--- src/rtl/pbus_sequencer_if.sv ---
// Shared peripheral bus bundle: requester handshakes on one side, W5300/SL811
// bus pins on the other. The sequencer takes the master modport.
interface pbus_sequencer_if;
    logic       req0;
    logic       req1;
    logic       tgt0;
    logic       tgt1;
    logic       rnw0;
    logic       rnw1;
    logic [9:0] addr0;
    logic [9:0] addr1;
    logic [7:0] wdata0;
    logic [7:0] wdata1;
    logic       ack0;
    logic       ack1;
    logic [7:0] rdata;
    logic       busy;
    logic       w5300_cs_n;
    logic       sl811_cs_n;
    logic [9:0] baddr;
    logic       brd_n;
    logic       bwr_n;
    logic [7:0] bd_out;
    logic       bd_oe;
    logic [7:0] bd_in;

    modport master (
        input  req0, req1, tgt0, tgt1, rnw0, rnw1, addr0, addr1, wdata0, wdata1, bd_in,
        output ack0, ack1, rdata, busy, w5300_cs_n, sl811_cs_n, baddr, brd_n, bwr_n,
               bd_out, bd_oe
    );

    modport slave (
        output req0, req1, tgt0, tgt1, rnw0, rnw1, addr0, addr1, wdata0, wdata1, bd_in,
        input  ack0, ack1, rdata, busy, w5300_cs_n, sl811_cs_n, baddr, brd_n, bwr_n,
               bd_out, bd_oe
    );
endinterface

--- src/rtl/pbus_sequencer.sv ---
// pbus_sequencer: round-robin arbiter plus setup/strobe/hold timing engine for
// the bus shared by the W5300 and the SL811. Bus pins are decoded from the
// state and the fields latched at grant, so they cannot glitch between phases.
module pbus_sequencer #(
    parameter int SETUP_CYC    = 1,
    parameter int W_STROBE_CYC = 4,
    parameter int S_STROBE_CYC = 6,
    parameter int HOLD_CYC     = 1
) (
    input  logic             fclk,
    input  logic             rst,
    pbus_sequencer_if.master bus
);
    typedef enum logic [2:0] {
        S_IDLE   = 3'd0,
        S_SETUP  = 3'd1,
        S_STROBE = 3'd2,
        S_HOLD   = 3'd3,
        S_DONE   = 3'd4
    } state_t;

    // Counter load values are "cycles - 1": a phase ends when the counter is 0.
    localparam logic [7:0] SETUP_LD = 8'(SETUP_CYC - 1);
    localparam logic [7:0] W_STB_LD = 8'(W_STROBE_CYC - 1);
    localparam logic [7:0] S_STB_LD = 8'(S_STROBE_CYC - 1);
    localparam logic [7:0] HOLD_LD  = 8'(HOLD_CYC - 1);

    state_t     state_reg, state_next;
    logic [7:0] cnt_reg, cnt_next;
    logic       last_reg;
    logic       owner_reg;
    logic       tgt_reg;
    logic       rnw_reg;
    logic [9:0] addr_reg;
    logic [7:0] wdata_reg;
    logic [7:0] rdata_reg;

    logic       gnt_any;
    logic       gnt_sel;
    logic       gnt_tgt;

    // State register, grant-time field latch and end-of-strobe read capture.
    always_ff @(posedge fclk) begin
        if (rst) begin
            state_reg <= S_IDLE;
            cnt_reg   <= 8'd0;
            last_reg  <= 1'b1;
            owner_reg <= 1'b0;
            tgt_reg   <= 1'b0;
            rnw_reg   <= 1'b0;
            addr_reg  <= 10'd0;
            wdata_reg <= 8'd0;
            rdata_reg <= 8'd0;
        end else begin
            state_reg <= state_next;
            cnt_reg   <= cnt_next;
            if (state_reg == S_IDLE && gnt_any) begin
                owner_reg <= gnt_sel;
                last_reg  <= gnt_sel;
                tgt_reg   <= gnt_sel ? bus.tgt1   : bus.tgt0;
                rnw_reg   <= gnt_sel ? bus.rnw1   : bus.rnw0;
                addr_reg  <= gnt_sel ? bus.addr1  : bus.addr0;
                wdata_reg <= gnt_sel ? bus.wdata1 : bus.wdata0;
            end
            if (state_reg == S_STROBE && cnt_reg == 8'd0 && rnw_reg) begin
                rdata_reg <= bus.bd_in;
            end
        end
    end

    // Arbitration and next-state/counter selection; counter reloads on every phase entry.
    always_comb begin
        gnt_any    = bus.req0 | bus.req1;
        // On a tie the requester that did not own the previous access wins.
        gnt_sel    = (bus.req0 && bus.req1) ? ~last_reg : bus.req1;
        gnt_tgt    = gnt_sel ? bus.tgt1 : bus.tgt0;
        state_next = state_reg;
        cnt_next   = (cnt_reg != 8'd0) ? cnt_reg - 8'd1 : 8'd0;
        case (state_reg)
            S_IDLE: begin
                cnt_next = 8'd0;
                if (gnt_any) begin
                    if (SETUP_CYC > 0) begin
                        state_next = S_SETUP;
                        cnt_next   = SETUP_LD;
                    end else begin
                        state_next = S_STROBE;
                        cnt_next   = gnt_tgt ? S_STB_LD : W_STB_LD;
                    end
                end
            end
            S_SETUP: begin
                if (cnt_reg == 8'd0) begin
                    state_next = S_STROBE;
                    cnt_next   = tgt_reg ? S_STB_LD : W_STB_LD;
                end
            end
            S_STROBE: begin
                if (cnt_reg == 8'd0) begin
                    if (HOLD_CYC > 0) begin
                        state_next = S_HOLD;
                        cnt_next   = HOLD_LD;
                    end else begin
                        state_next = S_DONE;
                        cnt_next   = 8'd0;
                    end
                end
            end
            S_HOLD: begin
                if (cnt_reg == 8'd0) begin
                    state_next = S_DONE;
                    cnt_next   = 8'd0;
                end
            end
            S_DONE: begin
                // Always pass through IDLE so every access gets a fresh arbitration.
                state_next = S_IDLE;
                cnt_next   = 8'd0;
            end
            default: begin
                state_next = S_IDLE;
                cnt_next   = 8'd0;
            end
        endcase
    end

    // Bus pin and handshake decode from the current phase and latched fields.
    always_comb begin
        bus.w5300_cs_n = 1'b1;
        bus.sl811_cs_n = 1'b1;
        bus.brd_n      = 1'b1;
        bus.bwr_n      = 1'b1;
        bus.bd_oe      = 1'b0;
        bus.ack0       = 1'b0;
        bus.ack1       = 1'b0;
        bus.baddr      = addr_reg;
        bus.bd_out     = wdata_reg;
        bus.rdata      = rdata_reg;
        bus.busy       = (state_reg != S_IDLE);
        case (state_reg)
            S_SETUP, S_STROBE, S_HOLD: begin
                bus.w5300_cs_n = tgt_reg;
                bus.sl811_cs_n = ~tgt_reg;
                bus.bd_oe      = ~rnw_reg;
                if (state_reg == S_STROBE) begin
                    bus.brd_n = ~rnw_reg;
                    bus.bwr_n = rnw_reg;
                end
            end
            S_DONE: begin
                bus.ack0 = ~owner_reg;
                bus.ack1 = owner_reg;
            end
            default: begin
            end
        endcase
    end
endmodule

--- src/flat_wrapper.sv ---
// flat-port wrapper written by rule: the top's interface ports become plain ports
module pbus_sequencer_flat 
#(
    parameter int SETUP_CYC    = 1,
    parameter int W_STROBE_CYC = 4,
    parameter int S_STROBE_CYC = 6,
    parameter int HOLD_CYC     = 1
)
  (fclk, rst, bus_req0, bus_req1, bus_tgt0, bus_tgt1, bus_rnw0, bus_rnw1, bus_addr0, bus_addr1, bus_wdata0, bus_wdata1, bus_bd_in, bus_ack0, bus_ack1, bus_rdata, bus_busy, bus_w5300_cs_n, bus_sl811_cs_n, bus_baddr, bus_brd_n, bus_bwr_n, bus_bd_out, bus_bd_oe);
  pbus_sequencer_if bus_i ();
  input  logic fclk;
  input  logic rst;
  input wire logic [$bits(bus_i.req0)-1:0] bus_req0;
  input wire logic [$bits(bus_i.req1)-1:0] bus_req1;
  input wire logic [$bits(bus_i.tgt0)-1:0] bus_tgt0;
  input wire logic [$bits(bus_i.tgt1)-1:0] bus_tgt1;
  input wire logic [$bits(bus_i.rnw0)-1:0] bus_rnw0;
  input wire logic [$bits(bus_i.rnw1)-1:0] bus_rnw1;
  input wire logic [$bits(bus_i.addr0)-1:0] bus_addr0;
  input wire logic [$bits(bus_i.addr1)-1:0] bus_addr1;
  input wire logic [$bits(bus_i.wdata0)-1:0] bus_wdata0;
  input wire logic [$bits(bus_i.wdata1)-1:0] bus_wdata1;
  input wire logic [$bits(bus_i.bd_in)-1:0] bus_bd_in;
  output wire logic [$bits(bus_i.ack0)-1:0] bus_ack0;
  output wire logic [$bits(bus_i.ack1)-1:0] bus_ack1;
  output wire logic [$bits(bus_i.rdata)-1:0] bus_rdata;
  output wire logic [$bits(bus_i.busy)-1:0] bus_busy;
  output wire logic [$bits(bus_i.w5300_cs_n)-1:0] bus_w5300_cs_n;
  output wire logic [$bits(bus_i.sl811_cs_n)-1:0] bus_sl811_cs_n;
  output wire logic [$bits(bus_i.baddr)-1:0] bus_baddr;
  output wire logic [$bits(bus_i.brd_n)-1:0] bus_brd_n;
  output wire logic [$bits(bus_i.bwr_n)-1:0] bus_bwr_n;
  output wire logic [$bits(bus_i.bd_out)-1:0] bus_bd_out;
  output wire logic [$bits(bus_i.bd_oe)-1:0] bus_bd_oe;
  assign bus_i.req0 = bus_req0;
  assign bus_i.req1 = bus_req1;
  assign bus_i.tgt0 = bus_tgt0;
  assign bus_i.tgt1 = bus_tgt1;
  assign bus_i.rnw0 = bus_rnw0;
  assign bus_i.rnw1 = bus_rnw1;
  assign bus_i.addr0 = bus_addr0;
  assign bus_i.addr1 = bus_addr1;
  assign bus_i.wdata0 = bus_wdata0;
  assign bus_i.wdata1 = bus_wdata1;
  assign bus_i.bd_in = bus_bd_in;
  assign bus_ack0 = bus_i.ack0;
  assign bus_ack1 = bus_i.ack1;
  assign bus_rdata = bus_i.rdata;
  assign bus_busy = bus_i.busy;
  assign bus_w5300_cs_n = bus_i.w5300_cs_n;
  assign bus_sl811_cs_n = bus_i.sl811_cs_n;
  assign bus_baddr = bus_i.baddr;
  assign bus_brd_n = bus_i.brd_n;
  assign bus_bwr_n = bus_i.bwr_n;
  assign bus_bd_out = bus_i.bd_out;
  assign bus_bd_oe = bus_i.bd_oe;
  pbus_sequencer #(.SETUP_CYC(SETUP_CYC), .W_STROBE_CYC(W_STROBE_CYC), .S_STROBE_CYC(S_STROBE_CYC), .HOLD_CYC(HOLD_CYC)) u_core (.fclk(fclk), .rst(rst), .bus(bus_i));
endmodule
--- config.mk ---
export PLATFORM = sky130hd
export DESIGN_NAME = pbus_sequencer_flat
export DESIGN_NICKNAME = d
export VERILOG_FILES = /design/src/rtl/pbus_sequencer_if.sv /design/src/rtl/pbus_sequencer.sv /design/src/flat_wrapper.sv
export SDC_FILE = /design/constraint.sdc
export NUM_CORES = 1
export LEC_CHECK = 0
export CAP_MARGIN = 40
export CORE_MARGIN = 3
export CORE_UTILIZATION = 28
export CTS_BUF_LIST = sky130_fd_sc_hd__clkbuf_2
export CTS_CLUSTER_SIZE = 25
export DETAILED_ROUTE_END_ITERATION = 6
export PLACE_DENSITY = 0.59
export REMOVE_ABC_BUFFERS = 1
export SYNTH_ARGS = -nofsm -noshare
export SYNTH_HDL_FRONTEND = slang
export SYNTH_SLANG_ARGS = --single-unit
--- constraint.sdc ---
create_clock -name fclk -period 2.05 [get_ports fclk]
set_input_delay 0.41 -clock fclk [delete_from_list [all_inputs] [get_ports fclk]]
set_output_delay 0.41 -clock fclk [all_outputs]
set_load 0.03 [all_outputs]
==> results.sh <==
export IMPL_outcome="finished clean"
export IMPL_drv_slew=0
export IMPL_grt_overflow=0
export IMPL_drt_first_pass_iters=6
export IMPL_rsz0062_at_grt="no"
export IMPL_synth_top_area_share_pct=41.7
export IMPL_synth_top_family_by_area="compound AO/OA/AOI/OAI gates"
export IMPL_setup_viol=0
export IMPL_hold_buffers=0
export IMPL_place_congestion=0.757
export IMPL_core_area_um2=6570
export IMPL_synth_edf_count=0
export IMPL_crit_path_start="u_core.state_reg[2]"
export IMPL_row_count=29
export IMPL_nNetsFinal=354
export IMPL_routedWlPerCell_um=13.6
export IMPL_syn_avg_cell_area_um2=9.28
export IMPL_boundaryPins=86
export IMPL_cp_end_kind="output port"
export IMPL_fin_skew_ns=0.0114
export IMPL_async_flop_share_pct=0
export IMPL_synth_common_cells="41 x dfxtp_1, 29 x a21oi_1, 28 x mux2i_1, 23 x a211oi_1, 16 x nand2b_1"
export IMPL_synth_cell_types=35
export IMPL_ir_drop_uv=479
export IMPL_grt_pass1_wl_mm=8.88
export IMPL_ant_nets=0
export IMPL_power_leakage_nw=1.14
export IMPL_portBuffers=85
export IMPL_synth_xor_area_share_pct=0.445
export IMPL_finalCriticalPeriod_ns=1.98
export IMPL_drive_above_1_share_pct=11.6
export IMPL_finalInstanceArea_um2=3040
export IMPL_fin_ws_ns=0.0714
export IMPL_drc_errors=0
export IMPL_synth_compound_area_share_pct=20.9
export IMPL_hp_class="reg2reg"
export IMPL_register_area_um2=832
export IMPL_cts_sinks=41
export IMPL_largest_reg_flops=10
export IMPL_syn_area_um2=1970
export IMPL_synth_ff_latch_count=41
export IMPL_grt_max_degree=31
export IMPL_cts_buffer_depth=2
export IMPL_synth_main_ff_cell="dfxtp_1"
export IMPL_tightest_slew_ns=0.592
export IMPL_drt_wl_total_mm=5.38
export IMPL_insertion_delay_ns=0.40
export IMPL_seq_area_frac_synth_pct=41.7
export IMPL_cp_start_kind="register"
export IMPL_grt_pass1_vias=1885
export IMPL_syn_instance_count=212
export IMPL_slew_headroom_pct=60.3
export IMPL_crit_type="reg2out"
export IMPL_antenna_found_initial=0
export IMPL_final_cells=394
export IMPL_yosysWarningCount=0
export IMPL_design_die_area_um2=8070
export IMPL_cts_buffers_inserted=5
export IMPL_cts_htree_levels=2
export IMPL_fin_tns_setup_ns=0
export IMPL_holdWs_ns=0.488
export IMPL_synthMuxAreaShare_pct=14.2
export IMPL_cap_violations=0
export IMPL_viasPerCell=4.77
export IMPL_hold_depth=2
export IMPL_cp_data_arrival_time_ns=1.57
export IMPL_placed_cells=385
export IMPL_dp_hpwl_mm=3.91
export IMPL_synth_top_area_cell="dfxtp_1"
export IMPL_synth_area_leaders="dfxtp_1 42%, mux2i_1 14%, a211oi_1 8.8%, a21oi_1 7.4%, nand2b_1 5.1%"
export IMPL_initial_core_util_pct=29.9
export IMPL_synthToLayoutAreaGrowth_pct=54.6
export IMPL_synthAdderAreaFrac_pct=1.27
export IMPL_required_ns=1.64
export IMPL_fin_crit_sh_pct=96.5
export IMPL_r2r_start="u_core.cnt_reg[2]"
export IMPL_cts_root_buf="clkbuf_2"
export IMPL_synth_most_common_cell="dfxtp_1"
export IMPL_rr_worst_depth=3
export IMPL_cts_clk_slew_worst_paths_ns=0.21
export IMPL_grtUsageTotal_pct=13.4
export IMPL_place_ws_ns=0.132
export IMPL_nFillCells=636
export IMPL_synthSimpleGateAreaFrac_pct=17.3
export IMPL_fmax_mhz=505
export IMPL_dpl_cell_area_um2=2970
export IMPL_tritoncts="yes"
export IMPL_antenna_cells=0
export IMPL_chipWidth_um=89.8
export IMPL_drt_iter0_markers=84
export IMPL_multi_input_area_um2=1080
export IMPL_path_max_fanout=7
export IMPL_min_from="u_core.bus.rdata[7]"
export IMPL_powerDensity_nw_per_um2=1280
export IMPL_finalHoldViolCount=0
export IMPL_die_height_um=89.8
export IMPL_vias=1880
## cell families (layout without fill, tap and decap cells)
group	Yosys count	count (layout)
mux	28	28
buf+inv	20	109
compound gates	66	66
fa+ha+maj	2	2
simple gates	54	54
flops	41	41
xor+xnor	1	1
## final timing paths
kind         slack (ns)                   to
max                0.07            bus_bwr_n
min                0.49  u_core.bus.rdata[7]
max reg2reg        0.23    u_core.cnt_reg[1]
min reg2reg        0.49  u_core.bus.rdata[7]
## power by group
part	switching, mW	internal, mW	leakage (nW)
Clock	0.266	0.208	0.0406
Sequential	0.180	1.03	0.339
Combinational	1.25	0.948	0.759
Total	1.69	2.19	1.14
## final cells by class
class / instances / share of cell area [%]
clock buffer: 6 / 0.987
clock inverter: 2 / 1.11
inverter: 4 / 0.494
multi-input combinational: 151 / 35.5
sequential: 41 / 27.4
tap: 93 / 3.83
timing repair buffer: 97 / 30.8
## layer usage
metal | share of wire [%] | vias up | routed length (um) | global-route usage, %
li1 | - | 964 | - | -
met1 | 43 | 845 | 2310 | 15.6
met2 | 45 | 66 | 2420 | 21.6
met3 | 11 | 5 | 592 | 7.18
met4 | 1.1 | 0 | 58 | 3.45
met5 | 0 | - | 0 | 0
## cell usage in the layout (no fill, tap or decap), types with 3 or more instances in the layout
cell / n
or4_1: 6
o21ai_0: 5
nand2b_1: 16
nor3_1: 3
clkdlybuf4s50_1: 77
nor2_1: 7
a21oi_1: 29
clkbuf_2: 11
nand2_1: 4
inv_1: 4
and3_1: 4
dfxtp_1: 38
buf_4: 9
mux2i_1: 28
buf_6: 3
a211oi_1: 23
dfxtp_4: 3
## stage by stage
step	power, mW	utilization (%)
2_1_floorplan	2.55	-
3_3_place_gp	3.43	45.2
3_5_place_dp	3.43	45.2
4_1_cts	3.90	46.4
5_1_grt	4.18	46.3
6_report	3.88	46.3
## critical path, stage by stage (launching register included)
cell	delay, ns
dfxtp_4	0.41
buf_6	0.13
or4b_4	0.49
buf_6	0.16
## repair_timing
action                                  CTS  global route
pin swaps                                 0             1
resized for setup                        15            13
setup buffers                             0             1
endpoints found under the setup margin    8             7
No activity file was read; power rests on OpenSTA's default activity.
